==> config.mk <==
export PLATFORM = sky130hd
export DESIGN_NAME = uart_tx_arbiter
export DESIGN_NICKNAME = d
export VERILOG_FILES = /design/src/rtl/uart_tx_arbiter.sv
export SDC_FILE = /design/constraint.sdc
export NUM_CORES = 1
export LEC_CHECK = 0
export ABC_CLOCK_PERIOD_IN_PS = 8600
export BUFFER_PORTS_ARGS = -buffer_cell sky130_fd_sc_hd__buf_2
export CORE_AREA = 2 2 86 71
export CTS_CLUSTER_SIZE = 12
export DETAILED_ROUTE_END_ITERATION = 8
export DIE_AREA = 0 0 88 73
export GPL_ROUTABILITY_DRIVEN = 0
export PLACE_DENSITY = 0.79
export SYNTH_ARGS = -nofsm -noshare
export SYNTH_HDL_FRONTEND = slang
export SYNTH_SLANG_ARGS = --single-unit
==> constraint.sdc <==
create_clock -name clk -period 8.6 [get_ports clk]
set_clock_uncertainty 0.2 [all_clocks]
set_input_delay 0 -clock clk [delete_from_list [all_inputs] [get_ports clk]]
set_output_delay 0 -clock clk [all_outputs]
set_load 0.05 [all_outputs]
==> src/rtl/uart_tx_arbiter.sv <==
// Round-robin arbiter that shares one level-started UART transmitter between
// NUM_REQ byte producers, with frame counting and a hung-transmitter timeout.
module uart_tx_arbiter #(
    parameter int NUM_REQ        = 4,
    parameter int TIMEOUT_CYCLES = 2048,
    parameter int GAP_CYCLES     = 1
) (
    input  logic                   clk,
    input  logic                   reset,
    input  logic [NUM_REQ-1:0]     req,
    input  logic [8*NUM_REQ-1:0]   req_data,
    output logic [NUM_REQ-1:0]     req_ack,
    output logic                   tx_start,
    output logic [7:0]             tx_data,
    input  logic [4:0]             tx_state,
    output logic                   active,
    output logic [2:0]             active_id,
    output logic [15:0]            byte_count,
    output logic                   timeout_err
);

    localparam int TO_W  = $clog2(TIMEOUT_CYCLES);
    localparam int GAP_W = $clog2(GAP_CYCLES + 1);
    localparam logic [TO_W-1:0]  TO_LAST  = TO_W'(TIMEOUT_CYCLES - 1);
    localparam logic [GAP_W-1:0] GAP_LAST = GAP_W'(GAP_CYCLES - 1);
    localparam logic [4:0]       TX_DONE  = 5'h10;
    localparam logic [4:0]       TX_IDLE  = 5'h00;

    typedef enum logic [1:0] {
        IDLE = 2'd0,
        SEND = 2'd1,
        GAP  = 2'd2
    } state_t;

    state_t             state_r;
    logic [2:0]         last_grant_r;
    logic [TO_W-1:0]    to_cnt_r;
    logic [GAP_W-1:0]   gap_cnt_r;

    logic [7:0]         req_ext_s;
    logic [3:0]         cand_s;
    logic               hit_s;
    logic               found_s;
    logic [2:0]         grant_idx_s;
    logic [7:0]         grant_data_s;
    logic [NUM_REQ-1:0] ack_onehot_s;

    // Round-robin scan starting just after the last granted requester
    always_comb begin
        req_ext_s   = 8'(req);
        found_s     = 1'b0;
        grant_idx_s = 3'd0;
        cand_s      = 4'd0;
        hit_s       = 1'b0;
        for (int k = 1; k <= NUM_REQ; k++) begin
            cand_s      = {1'b0, last_grant_r} + 4'(k);
            cand_s      = (cand_s >= 4'(NUM_REQ)) ? (cand_s - 4'(NUM_REQ)) : cand_s;
            hit_s       = req_ext_s[cand_s[2:0]];
            grant_idx_s = (hit_s && !found_s) ? cand_s[2:0] : grant_idx_s;
            found_s     = found_s | hit_s;
        end
        grant_data_s = 8'h00;
        for (int i = 0; i < NUM_REQ; i++) begin
            grant_data_s = (grant_idx_s == 3'(i)) ? req_data[8*i +: 8] : grant_data_s;
        end
        ack_onehot_s = {{(NUM_REQ-1){1'b0}}, 1'b1} << grant_idx_s;
    end

    // Arbitration FSM; every output is a register so tx_start and req_ack are glitch-free
    always_ff @(posedge clk) begin
        if (reset) begin
            state_r      <= IDLE;
            last_grant_r <= 3'(NUM_REQ - 1);
            to_cnt_r     <= {TO_W{1'b0}};
            gap_cnt_r    <= {GAP_W{1'b0}};
            req_ack      <= {NUM_REQ{1'b0}};
            tx_start     <= 1'b0;
            tx_data      <= 8'h00;
            active       <= 1'b0;
            active_id    <= 3'd0;
            byte_count   <= 16'h0000;
            timeout_err  <= 1'b0;
        end else begin
            case (state_r)
                IDLE: begin
                    if (found_s) begin
                        req_ack      <= ack_onehot_s;
                        tx_data      <= grant_data_s;
                        active_id    <= grant_idx_s;
                        last_grant_r <= grant_idx_s;
                        tx_start     <= 1'b1;
                        active       <= 1'b1;
                        to_cnt_r     <= {TO_W{1'b0}};
                        state_r      <= SEND;
                    end else begin
                        req_ack  <= {NUM_REQ{1'b0}};
                        tx_start <= 1'b0;
                        active   <= 1'b0;
                    end
                end
                SEND: begin
                    req_ack  <= {NUM_REQ{1'b0}};
                    to_cnt_r <= to_cnt_r + 1'b1;
                    if (tx_state == TX_DONE) begin
                        byte_count <= byte_count + 16'd1;
                        tx_start   <= 1'b0;
                        gap_cnt_r  <= {GAP_W{1'b0}};
                        state_r    <= GAP;
                    end else if (to_cnt_r == TO_LAST) begin
                        // The byte is abandoned; dropping start aborts the transmitter
                        timeout_err <= 1'b1;
                        tx_start    <= 1'b0;
                        gap_cnt_r   <= {GAP_W{1'b0}};
                        state_r     <= GAP;
                    end else begin
                        tx_start <= 1'b1;
                    end
                end
                GAP: begin
                    req_ack  <= {NUM_REQ{1'b0}};
                    tx_start <= 1'b0;
                    if ((gap_cnt_r == GAP_LAST) && (tx_state == TX_IDLE)) begin
                        active  <= 1'b0;
                        state_r <= IDLE;
                    end else if (gap_cnt_r != GAP_LAST) begin
                        gap_cnt_r <= gap_cnt_r + 1'b1;
                    end else begin
                        gap_cnt_r <= gap_cnt_r;
                    end
                end
                default: begin
                    req_ack  <= {NUM_REQ{1'b0}};
                    tx_start <= 1'b0;
                    active   <= 1'b0;
                    state_r  <= IDLE;
                end
            endcase
        end
    end

endmodule

Yosys cells after proc, flatten, opt, wreduce, memory -nomap -nowiden
Index checks and enable logic that the tools add are counted.
Storage, ports and cells
  register bits after elaboration: 51
  input port bits: 43
  logic and storage cells: 108
  output and inout bits: 34
Operators by class
  $add $sub $neg: 11
  shifts and indexed selects: 1
  muxes and demuxes: 38
  bitwise logic cells: 8
  eq/ne operators: 11
  reductions and logical operators: 20
  order comparisons: 8
Operators with widths (count)
  8-bit 2-to-1 mux: 4
  3-bit 2-to-1 mux: 8
  11-bit case mux with 2 select lines: 1
  16-bit by 1-bit adder with 16-bit output (second input constant): 1
  4-bit by 3-bit >= comparator with 1-bit output (second input constant): 4
  3-bit by 4-bit less-than comparator with 1-bit output (second input constant): 4
  1-bit binary-select mux with 3-bit select: 4
  1-bit 2-to-1 mux: 12
  3-bit subtractor (second input constant): 4
  11-bit by 1-bit adder with 11-bit output (second input constant): 1
  11-bit == test (second input constant): 1
  11-bit 2-to-1 mux: 1
  3-bit AND reduction: 3
  3-bit by 2-bit adder with 4-bit output (second input constant): 2
  2-bit 2-to-1 mux: 4
  2-bit AND reduction: 4
  3-bit by 2-bit == test with 1-bit output (second input constant): 2
  2-bit inequality test (second input constant): 3
  2-bit case mux with 3 select lines: 1
  5-bit == test (second input constant): 1
  5-bit logical NOT: 1
  1-bit NOT: 5
  3-bit by 1-bit adder with 4-bit output (second input constant): 1
  3-bit by 3-bit adder with 4-bit output (second input constant): 1
  15 further kinds: 24

Logic depth before layout (Yosys ltp)
Gate-level depths: netlist (run 1).
  depth after elaboration: 15
  mapped depth: 12
  gate-level depth less buffers: 8

Worst setup path before layout (run 1)
No wires, ideal clock.
  kind: register -> register
  from: register last_grant_r[0]
  to: register tx_data[1]
  cell stages (with the launch flop): 13
  period minus slack after synthesis: 2923 ps
  library setup time: 122 ps
  path slack: 5677 ps
  arrival: 2601 ps
  cells stage by stage: dfxtp_1 buf_6 clkbuf_8 inv_2 ha_1 buf_2 nor2_1 o22ai_4 and4_1 a211oi_2 buf_6 mux2_4 a221o_1
On the way
  cells in the longest elaborated chain, start to end: 15
  elaborated cells on any way between the ends: 46
  classes of those cells: 8 x add/sub; 4 x order compare; 3 x eq/ne; 20 x mux; 3 x bitwise; 8 x reduce/logical
RTL lines
  from (decl): RTL line 36  | logic [2:0] last_grant_r;
  from (signal assigned): RTL line 73  | last_grant_r <= 3'(NUM_REQ - 1);
  from (signal assigned): RTL line 90  | last_grant_r <= grant_idx_s;
  3-bit by 1-bit adder with 4-bit output / 3-bit by 2-bit adder with 4-bit output (equally long branches): RTL line 56  | cand_s = {1'b0, last_grant_r} + 4'(k);
  4-bit by 3-bit >= comparator with 1-bit output / 3-bit subtractor (equally long branches): RTL line 57  | cand_s = (cand_s >= 4'(NUM_REQ)) ? (cand_s - 4'(NUM_REQ)) : cand_s;
  3-bit 2-to-1 mux: RTL line 57
  1-bit binary-select mux with 3-bit select: RTL line 58  | hit_s = req_ext_s[cand_s[2:0]];
  1-bit 2-to-1 mux (implied by the code): RTL line 58
  1-bit logical NOT / 1-bit bitwise OR (equally long branches): RTL line 59, 60
  1-bit logical AND, or another cell as far along: RTL line 59  | grant_idx_s = (hit_s && !found_s) ? cand_s[2:0] : grant_idx_s;
  3-bit 2-to-1 mux, or another cell as far along: RTL line 59
  3-bit 2-to-1 mux / 1-bit logical AND (equally long branches): RTL line 59
  3-bit 2-to-1 mux: RTL line 59
  3-bit logical NOT: RTL line 64  | grant_data_s = (grant_idx_s == 3'(i)) ? req_data[8*i +: 8] : grant_data_s;
  8-bit 2-to-1 mux (4 in a row): RTL line 64
  to (signal assigned): RTL line 88  | tx_data <= grant_data_s;
  to (decl): RTL line 14  | output logic [7:0] tx_data,
Parallel ways exist; a longest one is shown, timed or not. The select of a mux whose other input is x is not followed.
A chain may end at the register's enable or synchronous reset.

Worst setup path after layout (run 1)
Ends and elaborated chain as after synthesis.

==> metrics.yaml, run 1 <==
outcome: "finished, final reports clean"
post-route-cell-area_um2: 3460
crit_path_frequent_cell: "dlygate4sd3_1"
max_stage_delay_ns: 0.95
hpwl_um: 4790
hold_ws_ns: 0.0351
final_common_cell: "buf_2"
netlist_instances: 293
grt_start_max_net_pins: 36
floorplan.initialDensity_pct: 47.9
grt_overflow: 0
cp.required_ns: 8.60
ctsResizeCount: 0
std_cell_rows: 25
rsz0062_at_grt: "no"
critical_path.top_delay_family: "compound AO/OA/AOI/OAI gates"
cp.arrival_ns: 5.09
cts-root-buf: "clkbuf_8"
ys_types: 61
fin_setup_tns_ns: 0
yosys_most_used_dff: "dfxtp_1"
routed_wl_um: 6980
fin_cells: 469
slew_viol_final: 0
wl_per_cell_um: 14.9
viasPerCell: 5.71
cts_sinks: 49
setup_slack_ns: 3.51
async_flop_share_pct: 0
synth_nets: 340
die_w_um: 88
drtIter0Drc: 166
ff_latch_area_um2: 981
syn_avg_cell_area_um2: 9.25
synth_seq_cells: 49
endpoint_kind: "register"
numCtsBuffers: 5
yosys.area.top_type_share_pct: 36.2
synth_area_um2: 2710
n_fill_cell: 517
dp_cells: 435
gr-usage-all-layers_pct: 22.4
power.density_nw_per_um2: 309
htree_levels: 2
p_leak_nw: 1.47
dpl_cell_area_um2: 3090
min_period_ns: 5.09
drive_above_1_share_pct: 30.9
post-cts-setup-buffers: 0
finalHoldViolCount: 0
slew_headroom_pct: 26.6
hold_path.class: "in -> reg"
path_buf_inv: 3
finalSetupViolations: 0
path_cells: "inv_2, ha_1, nor2_1, o22ai_4, nand3_1, a211oi_2, mux2_2, dlygate4sd3_1, a221o_1, dlygate4sd3_1"
pin_count: 77
multi_input_area_um2: 1600
critPathMaxFanout: 15
vias: 2678
ir_worst_vdd_v: 0.000184
worstSetupPathType: "reg -> reg"
synth-edff-count: 0
die_area_um2: 6420
grt_antenna_before_repair: 0
cts_tree: "done"
fmax_mhz: 196
postCtsHoldBufs: 26
worstMarginPinSlew_ns: 1.10
layout_common_cells: "76 x buf_2, 49 x dfxtp_1, 26 x dlygate4sd3_1"
pre_cts_slack_ns: 4.66
seq_area_frac_synth_pct: 36.2
yosysWarnings: 0
core_um2: 5660
maxCapViolCount: 0
clock_latency_ns: 0.32
dr.pass1.iters: 4
route.detailed.drc: 0
nets: 434
cp_slowest_cell: "a211oi_2"
num_antenna_cells: 0
ant_nets: 0
clock_path_buffers: 2
period_share_pct: 59.2
grt_first_pass_wirelength_um: 11300
die_h_um: 73
io_buffers: 76
startpoint_type: "register"
area_delta_synth_final_pct: 27.8
rrSetupSlack_ns: 3.51
path_clk_slew_ns: 0.09
synth.area.top_cells: "dfxtp_1 36%, mux2i_1 5.5%, o21ai_0 3.7%"
synth_top_area_cell: "dfxtp_1"
grt_pass1_vias: 2468
[flip-flops by register name, summed over array words and instances (netlist names)]
name,count
active_id,3
last_grant_r,2
tx_data,8
byte_count,16
to_cnt_r,11
state_r,2
req_ack,4
active,1
timeout_err,1
tx_start,1
[synthesized netlist by cell type, drive strengths merged (2+ instances only)]
| cell type | number |
|---|---|
| and2 | 4 |
| a221o | 3 |
| and2b | 2 |
| o21ai | 22 |
| buf | 9 |
| a21oi | 17 |
| and4 | 3 |
| inv | 6 |
| nand4 | 4 |
| nor3 | 8 |
| xor2 | 4 |
| o22a | 2 |
| clkbuf | 7 |
| mux2i | 16 |
| o22ai | 2 |
| o211ai | 3 |
| a211oi | 2 |
| or3 | 9 |
| nand3b | 3 |
| ha | 4 |
| nor4 | 2 |
| nand2 | 17 |
| o221ai | 5 |
| mux2 | 6 |
| a311oi | 5 |
| a31oi | 7 |
| and3 | 12 |
| a41oi | 2 |
| nand3 | 17 |
| nand2b | 2 |
| nor2 | 23 |
| xnor2 | 4 |
| dfxtp | 49 |
[final timing paths]
check,startpoint,end,depth (start not counted)
worst max-delay path,last_grant_r[0],tx_data[1],10
worst min-delay path,tx_state[2],active,5
worst max register to register,last_grant_r[0],tx_data[1],10
worst min register to register,active,active,2
[layer usage]
layer	GRT usage, %	share of wire, %	vias up
met3	4.52	5.8	20
li1	-	-	1295
met1	27.2	43	1264
met4	10.8	3.1	0
met2	37.9	48	99
met5	0	0	-
[logic make-up after synthesis]
family,share of synthesized area [%]
adder cells (fa/ha/maj),1.85
XOR/XNOR,2.59
AND/OR/NAND/NOR,22.7
flip-flops,36.2
buffers and inverters,4.80
AO/OA/AOI/OAI,22.1
multiplexers,9.79
[power by group]
part | leakage [nW] | total [mW] | switching (mW) | internal [mW]
sequential | 0.399 | 0.300 | 0.0349 | 0.266
clock | 0.0585 | 0.170 | 0.0823 | 0.0873
combinational | 1.02 | 0.602 | 0.354 | 0.248
total | 1.47 | 1.07 | 0.471 | 0.601
[stage by stage]
step	util [%]	power, mW
after global routing	61.2	1.14
after global placement	54.6	0.814
final	61.2	1.07
after detailed placement	54.6	0.830
after floorplan	-	0.745
after CTS	61.2	1.06
[area by class of cell]
| cell class | count | area share [%] |
|---|---|---|
| clock buffers | 5 | 1.99 |
| clock inverters | 3 | 1.26 |
| inverters | 6 | 0.650 |
| multi-input cells | 222 | 46.2 |
| flip-flops and latches | 49 | 28.3 |
| well taps | 81 | 2.93 |
| repair buffers | 103 | 18.7 |
[worst reg2reg max path, stage by stage, from the launching register on]
cell	delay [ns]
dfxtp_1	0.75
inv_2	0.13
ha_1	0.53
nor2_1	0.15
o22ai_4	0.18
nand3_1	0.23
a211oi_2	0.95
mux2_2	0.42
dlygate4sd3_1	0.55
a221o_1	0.34
dlygate4sd3_1	0.56
Power figures use the tool's default switching activity.
==> inputs of run 2 (changes only) <==
- ABC_AREA: not set -> 1
- ABC_CLOCK_PERIOD_IN_PS: 8600 -> 4310
- CORE_AREA: 2 2 86 71 -> 2 2 89 74
- DIE_AREA: 0 0 88 73 -> 0 0 91 76
- PLACE_DENSITY: 0.79 -> 0.78
- clock period: 8.6 -> 4.31 ns (I/O delays scaled with it)
==> run 2 against run 1 <==
  * Clock power grew 65%
  * Global-route usage shrank 0.38 points
  * Worst hold slack gained 0.045 ns
  * Critical path type unchanged
  * Largest cell class unchanged
==> metrics.yaml, run 2 <==
yosysMostFrequentCell: "nand2_1"
seq_area_frac_synth_pct: 35.4  # -0.80 points
area_delta_synth_final_pct: 26.7
cts-root-buf: "clkbuf_8"
synth-edff-count: 0  # unchanged
pwr-share-comb_pct: 68.7  # +13 points
path_clk_slew_ns: 0.09  # about the same
slew_viol_final: 0  # unchanged
outcome: "finished, final reports clean"
grt_start_max_net_pins: 32  # -11%
power.density_nw_per_um2: 791  # +160%
synth.area.top_cells: "dfxtp_1 35%, nand2_1 11%, nand3_1 7.4%"
fmax_mhz: 250  # +28%
floorplan.initialDensity_pct: 45.3  # -2.6 points
worstMarginPinSlew_ns: 0.632  # -0.467 ns
viasPerCell: 5.10  # -11%
yosys_most_used_dff: "dfxtp_1"
critical_path.top_delay_family: "buffers and inverters"
yosys.area.top_type_share_pct: 35.4  # -0.80 points
die_w_um: 91  # +3.4%
p_int_mw: 1.39  # +130%
ir_worst_vdd_v: 0.000283  # +54%
syn_avg_cell_area_um2: 7.02  # -24%
yosys-top-cells-count: "82 x nand2_1, 49 x dfxtp_1, 41 x inv_1, 41 x nand3_1, 36 x nor2_1"
num_antenna_cells: 0  # unchanged
hpwl_um: 5050  # +5.5%
cts_tree: "done"
max_stage_delay_ns: 0.65  # -0.30 ns
die_h_um: 76  # +4.1%
synth_area_um2: 2770  # +2.3%
die_area_um2: 6920  # +7.7%
p_clk_share_pct: 10.1  # -5.7 points
async_flop_share_pct: 0  # unchanged
grt_antenna_before_repair: 0  # unchanged
cp.arrival_ns: 3.96  # -1.13 ns
slew_headroom_pct: 57.9  # +31 points
min_path_cells: 6  # +1
top_register: "byte_count"
gr-usage-all-layers_pct: 22.0  # -0.38 points
largest_reg_flops: 16  # unchanged
min_period_ns: 3.99  # -1.10 ns
route.detailed.drc: 0  # unchanged
cp_slowest_cell: "dfxtp_1"
pre_cts_slack_ns: 1.47  # -3.19 ns
routed_wl_um: 7350  # +5.2%
grt_pass1_vias: 2754  # +12%
yosysWarnings: 0  # unchanged
path_buf_inv: 4  # +1
cp.required_ns: 4.28  # -4.32 ns
netlist_instances: 395  # +35%
nets: 535  # +23%
synth_seq_cells: 49  # unchanged
post-cts-setup-buffers: 0  # unchanged
maxCapViolCount: 0  # unchanged
fin_setup_tns_ns: 0  # unchanged
setup_slack_ns: 0.318  # -3.19 ns
wl_per_cell_um: 12.8  # -14%
endpoint_kind: "register"
numCtsBuffers: 5  # unchanged
biggestRegsByFlops: "byte_count (16), to_cnt_r (11), tx_data (8)"
startpoint_type: "register"
layout_common_cells: "82 x nand2_1, 76 x buf_2, 49 x dfxtp_1"
drtIter0Drc: 198  # +19%
power_switching_mw: 1.39  # +200%
vias: 2920  # +9.0%
clock_latency_ns: 0.30  # -0.02 ns
htree_levels: 2  # unchanged
core_um2: 6120  # +8.0%
p_leak_nw: 1.62  # +10%
std_cell_rows: 26  # +4.0%
clock_path_buffers: 2  # unchanged
period_share_pct: 92.6  # +33 points
drive_above_1_share_pct: 24.3  # -6.6 points
grt_first_pass_wirelength_um: 12700  # +12%
critPathMaxFanout: 22  # +7
dr.pass1.iters: 5  # +1
hold_path.class: "in -> reg"
finalHoldViolCount: 0  # unchanged
crit_cells: 15  # +5
finalSetupViolations: 0  # unchanged
cts_sinks: 49  # unchanged
worstRegToRegCells: 15  # +5
swShare_pct: 50.1  # +6.2 points
grt_overflow: 0  # unchanged
pin_count: 77  # unchanged
path_cells: "inv_8, ha_1, inv_1, nand3_2, nand3_4, nand3_1, nand2_1, nor2_1, nand2_2, o21ai_1, nand3_1, dlygate4sd3_1, nand2_1, dlygate4sd3_1, a21oi_2"
final_common_cell: "nand2_1"
sequentialPowerShare_pct: 21.2  # -6.8 points
ys_types: 37  # -39%
synth_nets: 442  # +30%
worstSetupPathType: "reg -> reg"
synth_top_area_cell: "dfxtp_1"
io_buffers: 76  # unchanged
ant_nets: 0  # unchanged
rsz0062_at_grt: "no"
==> run 2: cell types whose count changed in the layout (fill, tap and decap cells not counted), moves of 7 or more <==
cell     delta
nor2_1     +13
a31oi_1     -7
and3_1     -10
o21ai_0     -8
nand2_1    +66
or3_1       -8
mux2i_1    -15
nand3_1    +25
nand2_2     +7
inv_1      +36
==> run 2: layout make-up <==
type	instances	area, um^2
clock buffer	6	82.6
clock inverter	2	13.8
fill	579	2610
inverter	46	183
multi-input combinational	285	1520
sequential	49	981
tap	84	105
timing repair buffer	101	631
==> run 2: per-layer routing <==
metal  share of wire (%)  vias up  track usage [%]
met5                   0        -                0
met4                 1.1        0             4.24
met3                 6.2       11             5.44
met2                  47      104             36.4
met1                  46     1315             29.5
li1                    -     1490                -
==> run 2: power groups by stage <==
stage / clock [mW] / sequential [mW] / combinational [mW]
after global routing: 0.309 / 0.596 / 2.12
after floorplan: 0 / 0.725 / 1.22
after CTS: 0.290 / 0.587 / 1.84
after detailed placement: 0 / 0.598 / 1.52
final: 0.280 / 0.589 / 1.91
after global placement: 0 / 0.594 / 1.49
==> run 2: path summary, 6_finish.rpt <==
kind	slack, ns	end	from
min	0.08	state_r[1]	tx_state[0]
max reg2reg	0.32	tx_data[2]	last_grant_r[0]
min reg2reg	0.27	tx_data[3]	tx_data[3]
max	0.32	tx_data[2]	last_grant_r[0]
==> run 2: worst reg2reg max path, stage by stage (launching register included) <==
cell and delay, ns:
dfxtp_1 0.65, inv_8 0.10, ha_1 0.40, inv_1 0.11, nand3_2 0.12, nand3_4 0.14, nand3_1 0.10, nand2_1 0.07
nor2_1 0.13, nand2_2 0.24, o21ai_1 0.24, nand3_1 0.11, dlygate4sd3_1 0.58, nand2_1 0.06, dlygate4sd3_1 0.57, a21oi_2 0.05
==> run 2: stage by stage <==
step | cells | hold WS, ns | power, mW | utilization [%] | area, um^2
2_1_floorplan | 395 | 0.0144 | 1.95 | - | 2770
3_3_place_gp | 540 | 0.187 | 2.08 | 51.7 | 3160
3_5_place_dp | 540 | 0.199 | 2.11 | 51.7 | 3160
4_1_cts | 573 | 0.0624 | 2.72 | 57.3 | 3510
5_1_grt | 573 | 0.124 | 3.02 | 57.4 | 3510
6_report | 573 | 0.0797 | 2.78 | 57.4 | 3510
==> run 2: repair_timing <==
item / CTS / global route
endpoints found under the setup margin: 0 / 1
hold buffers: 25 / 0
endpoints found under the hold margin: 14 / 0
resized for setup: 0 / 1
==> run 2: cells by family (layout without fill, tap and decap cells) <==
family                   count (synthesis)  count (layout)  share of synthesized area [%]
buffers and inverters                   61             155                           10.1
AND/OR/NAND/NOR                        217             217                           38.7
XOR/XNOR                                 3               3                          0.948
AO/OA/AOI/OAI                           61              61                           13.0
flip-flops                              49              49                           35.4
adder cells (fa/ha/maj)                  4               4                           1.81
